### src/rtl/iiitb_icg_ctrl.sv
// Multi-channel clock-gating controller: per-channel idle FSM, negedge enable flop, AND gate.
// Optional macro ICG_STATS_EN builds saturating per-channel gated-cycle counters.
module iiitb_icg_ctrl #(
    parameter int NCH         = 4,
    parameter int IDLE_CYCLES = 8,
    parameter int CNT_W       = 8,
    parameter int STAT_W      = 16,
    localparam int SEL_W      = (NCH > 1) ? $clog2(NCH) : 1
) (
    input  logic              clk,
    input  logic              rst,
    input  logic [NCH-1:0]    act,
    input  logic [NCH-1:0]    force_on,
    input  logic              cg_en,
    input  logic              te,
    output logic [NCH-1:0]    cgclk,
    output logic [NCH-1:0]    gated,
    input  logic [SEL_W-1:0]  stat_sel,
    output logic [STAT_W-1:0] stat_cnt
);

    typedef enum logic [1:0] {
        ST_ACTIVE = 2'd0,
        ST_IDLE   = 2'd1,
        ST_GATED  = 2'd2
    } state_t;

    localparam logic [CNT_W-1:0] LAST_IDLE = CNT_W'(IDLE_CYCLES - 1);

    state_t           state_q [NCH];
    state_t           state_d [NCH];
    logic [CNT_W-1:0] cnt_q   [NCH];
    logic [CNT_W-1:0] cnt_d   [NCH];
    logic [NCH-1:0]   en_req;
    logic [NCH-1:0]   en_lat;

    always_ff @(posedge clk or posedge rst) begin
        if (rst) begin
            for (int i = 0; i < NCH; i++) begin
                state_q[i] <= ST_ACTIVE;
                cnt_q[i]   <= '0;
            end
        end else begin
            for (int i = 0; i < NCH; i++) begin
                state_q[i] <= state_d[i];
                cnt_q[i]   <= cnt_d[i];
            end
        end
    end

    always_comb begin
        for (int i = 0; i < NCH; i++) begin
            state_d[i] = state_q[i];
            cnt_d[i]   = cnt_q[i];
            case (state_q[i])
                ST_ACTIVE: begin
                    cnt_d[i] = '0;
                    if (!act[i]) begin
                        if (IDLE_CYCLES > 1) begin
                            state_d[i] = ST_IDLE;
                            cnt_d[i]   = CNT_W'(1);
                        end else begin
                            state_d[i] = ST_GATED;
                        end
                    end
                end
                ST_IDLE: begin
                    if (act[i]) begin
                        state_d[i] = ST_ACTIVE;
                        cnt_d[i]   = '0;
                    end else if (cnt_q[i] == LAST_IDLE) begin
                        state_d[i] = ST_GATED;
                        cnt_d[i]   = '0;
                    end else begin
                        cnt_d[i] = cnt_q[i] + 1'b1;
                    end
                end
                ST_GATED: begin
                    if (act[i]) begin
                        state_d[i] = ST_ACTIVE;
                        cnt_d[i]   = '0;
                    end
                end
                default: begin
                    state_d[i] = ST_ACTIVE;
                    cnt_d[i]   = '0;
                end
            endcase
        end
    end

    // Overrides only touch the enable request; the FSM keeps tracking activity underneath.
    always_comb begin
        for (int i = 0; i < NCH; i++) begin
            gated[i]  = (state_q[i] == ST_GATED);
            en_req[i] = (state_q[i] != ST_GATED) | force_on[i] | ~cg_en | te;
        end
    end

    // Enable changes only while clk is low, so the AND below cannot chop a high phase.
    always_ff @(negedge clk or posedge rst) begin
        if (rst) begin
            en_lat <= '1;
        end else begin
            en_lat <= en_req;
        end
    end

    assign cgclk = {NCH{clk}} & en_lat;

`ifdef ICG_STATS_EN
    logic [STAT_W-1:0] stat_q [NCH];
    logic [STAT_W-1:0] stat_mux;

    always_ff @(posedge clk or posedge rst) begin
        if (rst) begin
            for (int i = 0; i < NCH; i++) begin
                stat_q[i] <= '0;
            end
        end else begin
            for (int i = 0; i < NCH; i++) begin
                if (!en_lat[i] && (stat_q[i] != {STAT_W{1'b1}})) begin
                    stat_q[i] <= stat_q[i] + 1'b1;
                end
            end
        end
    end

    // Out-of-range selects fall through to zero.
    always_comb begin
        stat_mux = '0;
        for (int i = 0; i < NCH; i++) begin
            if (int'(stat_sel) == i) begin
                stat_mux = stat_q[i];
            end
        end
    end

    always_ff @(posedge clk or posedge rst) begin
        if (rst) begin
            stat_cnt <= '0;
        end else begin
            stat_cnt <= stat_mux;
        end
    end
`else
    logic unused_stat_sel;
    assign unused_stat_sel = ^stat_sel;
    assign stat_cnt        = '0;
`endif

endmodule

### config.mk
export PLATFORM = sky130hd
export DESIGN_NAME = iiitb_icg_ctrl
export DESIGN_NICKNAME = d
export VERILOG_FILES = /design/src/rtl/iiitb_icg_ctrl.sv
export SDC_FILE = /design/constraint.sdc
export NUM_CORES = 1
export LEC_CHECK = 0
export CORE_MARGIN = 10
export CORE_UTILIZATION = 45
export DETAILED_ROUTE_END_ITERATION = 16
export DONT_BUFFER_PORTS = 1
export PLACE_DENSITY_LB_ADDON = 0.12
export SLEW_MARGIN = 10
export SYNTH_ARGS = -nofsm -noshare
export SYNTH_HDL_FRONTEND = slang
export SYNTH_SLANG_ARGS = --single-unit
### constraint.sdc
create_clock -name clk -period 4.1 [get_ports clk]
set_input_delay 0.82 -clock clk [delete_from_list [all_inputs] [get_ports clk]]
set_output_delay 0.82 -clock clk [all_outputs]
set_load 0.03 [all_outputs]
# Word level (Yosys, flattened, before mapping)
# Index checks and enable logic that the tools add are counted.
[op_classes]
bitwise_logic = 14
reduce_logical = 8
n_mux = 40
n_eq_ne = 28
addsub = 4
[op_table]
columns = ["cell", "count"]
rows = [
  ["8-bit 2-to-1 mux", 12],
  ["8-bit one-hot mux with 3 select lines", 4],
  ["8-bit by 1-bit adder with 8-bit output, second input constant", 4],
  ["8-bit by 3-bit == test with 1-bit output, second input constant", 4],
  ["2-bit 2-to-1 mux", 16],
  ["2-bit inequality test, second input constant", 12],
  ["2-bit one-hot mux with 3 select lines", 4],
  ["3-bit inequality test, second input constant", 4],
  ["1-bit OR", 12],
  ["3-bit AND reduction", 4],
  ["2-bit by 1-bit == test with 1-bit output, second input constant", 4],
  ["2-bit == test, second input constant", 4],
  ["2-bit logical NOT", 4],
  ["4-bit AND", 1],
  ["1-bit 2-to-1 mux", 4],
  ["1-bit NOT", 1],
]
[totals]
ff_bits = 44
wordCells = 103
in_bits = 14

# Logic depth before layout (Yosys ltp)
# Gate-level depths: netlist (run 1).
[logic_depth]
depth_word = 4
depth_mapped = 6

==> results of run 1 <==
## registers in the layout, summed over array words and instances, names as in the netlist
name     count
state_q      8
en_lat       4
cnt_q       32
## cells in the final DEF, fill, tap and decap left out, types with 3 or more instances in the layout
cell type                  count
sky130_fd_sc_hd__nand2b_1      5
sky130_fd_sc_hd__inv_1        10
sky130_fd_sc_hd__clkbuf_1      3
sky130_fd_sc_hd__conb_1       16
sky130_fd_sc_hd__nor2_1       18
sky130_fd_sc_hd__o32ai_1       3
sky130_fd_sc_hd__o31ai_1       4
sky130_fd_sc_hd__or3b_2        3
sky130_fd_sc_hd__a21o_1        3
sky130_fd_sc_hd__o21ai_0      11
sky130_fd_sc_hd__o211ai_1      3
sky130_fd_sc_hd__nor2b_1      11
sky130_fd_sc_hd__dfrtp_1      40
sky130_fd_sc_hd__a22oi_1       4
sky130_fd_sc_hd__a22o_1        3
sky130_fd_sc_hd__ha_1          4
sky130_fd_sc_hd__nand2_1      17
sky130_fd_sc_hd__a31oi_1       3
sky130_fd_sc_hd__nor3b_1       5
sky130_fd_sc_hd__dfstp_2       4
sky130_fd_sc_hd__nand4_1       7
sky130_fd_sc_hd__buf_4         5
sky130_fd_sc_hd__mux2i_1       6
sky130_fd_sc_hd__xor2_1        5
sky130_fd_sc_hd__nor3_1        3
sky130_fd_sc_hd__or3_1         4
sky130_fd_sc_hd__a21oi_1      12
sky130_fd_sc_hd__and3_1        8
sky130_fd_sc_hd__nand3_1      14
sky130_fd_sc_hd__and2_4        4
sky130_fd_sc_hd__clkbuf_8      9
## worst max path at each step
stage,startpoint,endpoint,slack (ns)
4_1_cts,en_lat[2]$_DFF_NP1_,cgclk[2],0.008
3_3_place_gp,en_lat[3]$_DFF_NP1_,cgclk[3],0.45
2_1_floorplan,rst,en_lat[0]$_DFF_NP1_,0.41
6_report,en_lat[1]$_DFF_NP1_,cgclk[1],0.05
3_5_place_dp,en_lat[1]$_DFF_NP1_,cgclk[1],0.44
5_1_grt,en_lat[2]$_DFF_NP1_,cgclk[2],0.01
## final cells by class
cell class	count	area share [%]
clock buffer	12	5.18
clock inverter	5	0.719
inverter	7	1.01
multi-input combinational	195	45.9
sequential	44	42.4
tap	70	3.36
timing repair buffer	5	1.44
## metal layers
layer	part of all wire [%]	up-vias	track usage, %
met1	48	884	14.0
met2	43	34	16.6
met5	0	-	0
li1	-	906	-
met4	2.0	0	7.46
met3	7.8	8	6.79
## cells by family after synthesis
logic type                 Yosys count
and+or+nand+nor                    108
DFF                                 44
other                                1
muxes                                6
xor gates and xnor gates             5
buffers and inverters               28
adders and majority gates            4
AOI/OAI and AO/OA                   56
## per-stage QoR
stage	cells	cell area [sq um]	total power (uW)	setup slack [ns]	hold WS, ns
after floorplan	267	2470	677	0.415	0.427
after detailed placement	322	2450	682	0.439	0.455
after global routing	338	2610	1170	0.0139	0.353
final	338	2610	1110	0.0503	0.321
after CTS	338	2610	1120	0.00811	0.334
after global placement	322	2450	680	0.453	0.456
## power groups by stage
stage          sequential (uW)  clock, uW  combinational (uW)
4_1_cts                    466        567                84.9
5_1_grt                    470        608                94.6
2_1_floorplan              470        122                83.9
3_3_place_gp               474        122                83.0
3_5_place_dp               475        122                84.3
6_report                   467        559                84.3
==> results_dict.tcl, run 1 <==
set metrics [dict create \
    critical_path_class "flip-flop to output port" \
    ys_seq_area_share_pct 45.7 \
    floorplan.io_pins 38 \
    post-cts-setup-buffers 0 \
    number_of_flops_mapped_to_enable_cells_by_yosys 0 \
    grt.overflow.total 0 \
    multi_input_area_sq_mm 0.00120 \
    first_global_vias 1766 \
    clkSlewWorstSetupHoldPaths_ns 0.08 \
    largest_family_of_logic_cells_by_synthesized_area "simple AND/OR/NAND/NOR gates" \
    finalSetupViolCount 0 \
    p_clk_share_pct 50.4 \
    crit_required_ns 3.28 \
    post_drt_wl_per_cell_um 14.3 \
    floorplan_die_area_sq_mm 0.00871 \
    post_synth_instance_area_sq_mm 0.00242 \
    drc 0 \
    clock_tree_from_tritoncts "done" \
    antenna_cells 0 \
    vias_per_cell 5.42 \
    synth_mux_area_share_pct 2.48 \
    min_path_type "primary input to asynchronous set/reset pin" \
    p_int_uw 740 \
    simple_logic_cell_fraction_of_the_synthesized_area_pct 24.8 \
    critPathArrivalTime_ns 3.23 \
    chipHeight_um 93.3 \
    power_density_mw_per_mm2 425 \
    drtIter0Drc 88 \
    dpl.hpwl_mm 3.51 \
    gr-usage-all-layers_pct 12.0 \
    ys_async_sr_fraction_pct 100 \
    postCtsResizedCells 6 \
    reg2reg_to "en_lat[2]$_DFF_NP1_" \
    drtAntennaViolNets 0 \
    worst_setup_skew_after_layout_ns 0.0703 \
    reg_power_share_pct 42.0 \
    rows 26 \
    combinationalPowerShare_pct 7.6 \
    area_used_by_sequential_logic_in_the_layout_sq_mm 0.00111 \
    postSynthRegisterBits 44 \
    synthesis.yosys.warnings 0 \
    outcome "finished clean" \
    power.share.switching_pct 33.3 \
    final.fill_count 489 \
    postLayoutCoreUtil_pct 50.5 \
    synthTopCellsByCount "sky130_fd_sc_hd__dfrtp_1, sky130_fd_sc_hd__nor2_1, sky130_fd_sc_hd__nand2_1" \
    drt_pre_antenna_iters 4 \
    place.port_buffers 0 \
    postSynth.topFlopCell "sky130_fd_sc_hd__dfrtp_1" \
    drv_slew 0 \
    worst_ir_drop_vdd_v 0.000173 \
    synth_largest_area_cell "sky130_fd_sc_hd__dfrtp_1" \
    slew_at_the_pin_closest_to_its_max_slew_limit_ns 0.834 \
    synth-adder-area-share_pct 2.07 \
    yosys.area_share.xor_xnor_pct 1.81 \
    maxSlewHeadroom_pct 44.1 \
    net-switching-power_uw 370 \
    critical_path.startpoint_type "flip-flop" \
    cp.depth 1 \
    worst_path_largest_cell_delay_ns 0.51 \
    initial_utilization_pct 46.8 \
    grt_pass1_wl_mm 8.20 \
    worst_setup_path_end_kind "output port" \
    yosys-top-cells-area "sky130_fd_sc_hd__dfrtp_1, sky130_fd_sc_hd__buf_4, sky130_fd_sc_hd__dfstp_2" \
    unrepaired_setup_endpoints_after_global_routing "false" \
    worst_path_max_delay_cell "sky130_fd_sc_hd__dfstp_2" \
    timing.critical_path.max_delay_family "flip-flops" \
    gp_congestion 0.854 \
    post_synthesis_compound_gate_area_fraction_pct 15.5 \
    largest_fanout_of_any_net_on_the_critical_path 1 \
    critical_path_buf_inv_count 0 \
    synthMostInstantiatedCell "sky130_fd_sc_hd__dfrtp_1" \
    worst_r2r_path_depth 2 \
    maximum_number_of_pins_on_one_net_before_global_route_repair 25 \
    nNetsFinal 284 \
    reg2reg_slack_ns 1.02 \
    layout-area-overhead-vs-synth_pct 7.92 \
    maxCapViolations 0 \
    critical_path_cell_by_cell "and2_4" \
    detailroute.via_count 1832 \
    synthesis.instances 252 \
    postSynthAreaPerCell_sq_um 9.60 \
    detail_route.wirelength_mm 4.84 \
    synth.distinct_cells 47 \
    critical_path.reg2reg.startpoint "state_q[2]$_DFFE_PP0P_" \
    fp.dieW_um 93.3 \
    grt_antenna_before_repair 0 \
    clk-insertion-delay-late_ns 0.47 \
    synth_top_area_share_pct 41.4 \
    static-leakage-power_uw 0.00120 \
    layout-drive-gt1-share_pct 10.8 \
    core_sq_mm 0.00517 \
    setup_total_negative_slack_ns 0 \
    post_cts_hold_buffer_count 0 \
    finalHoldViolations 0 \
]
(Power assumes the default switching activity.)
==> run 2, diff against run 1 <==
--- a/config.mk
+++ b/config.mk
@@ -7,6 +7,7 @@
 export LEC_CHECK = 0
 export CORE_MARGIN = 10
 export CORE_UTILIZATION = 45
+export CTS_CLUSTER_DIAMETER = 150
 export DETAILED_ROUTE_END_ITERATION = 16
 export DONT_BUFFER_PORTS = 1
 export PLACE_DENSITY_LB_ADDON = 0.12
==> results of run 2 <==
The final DEF is identical to that of run 1; final timing and power are the same.
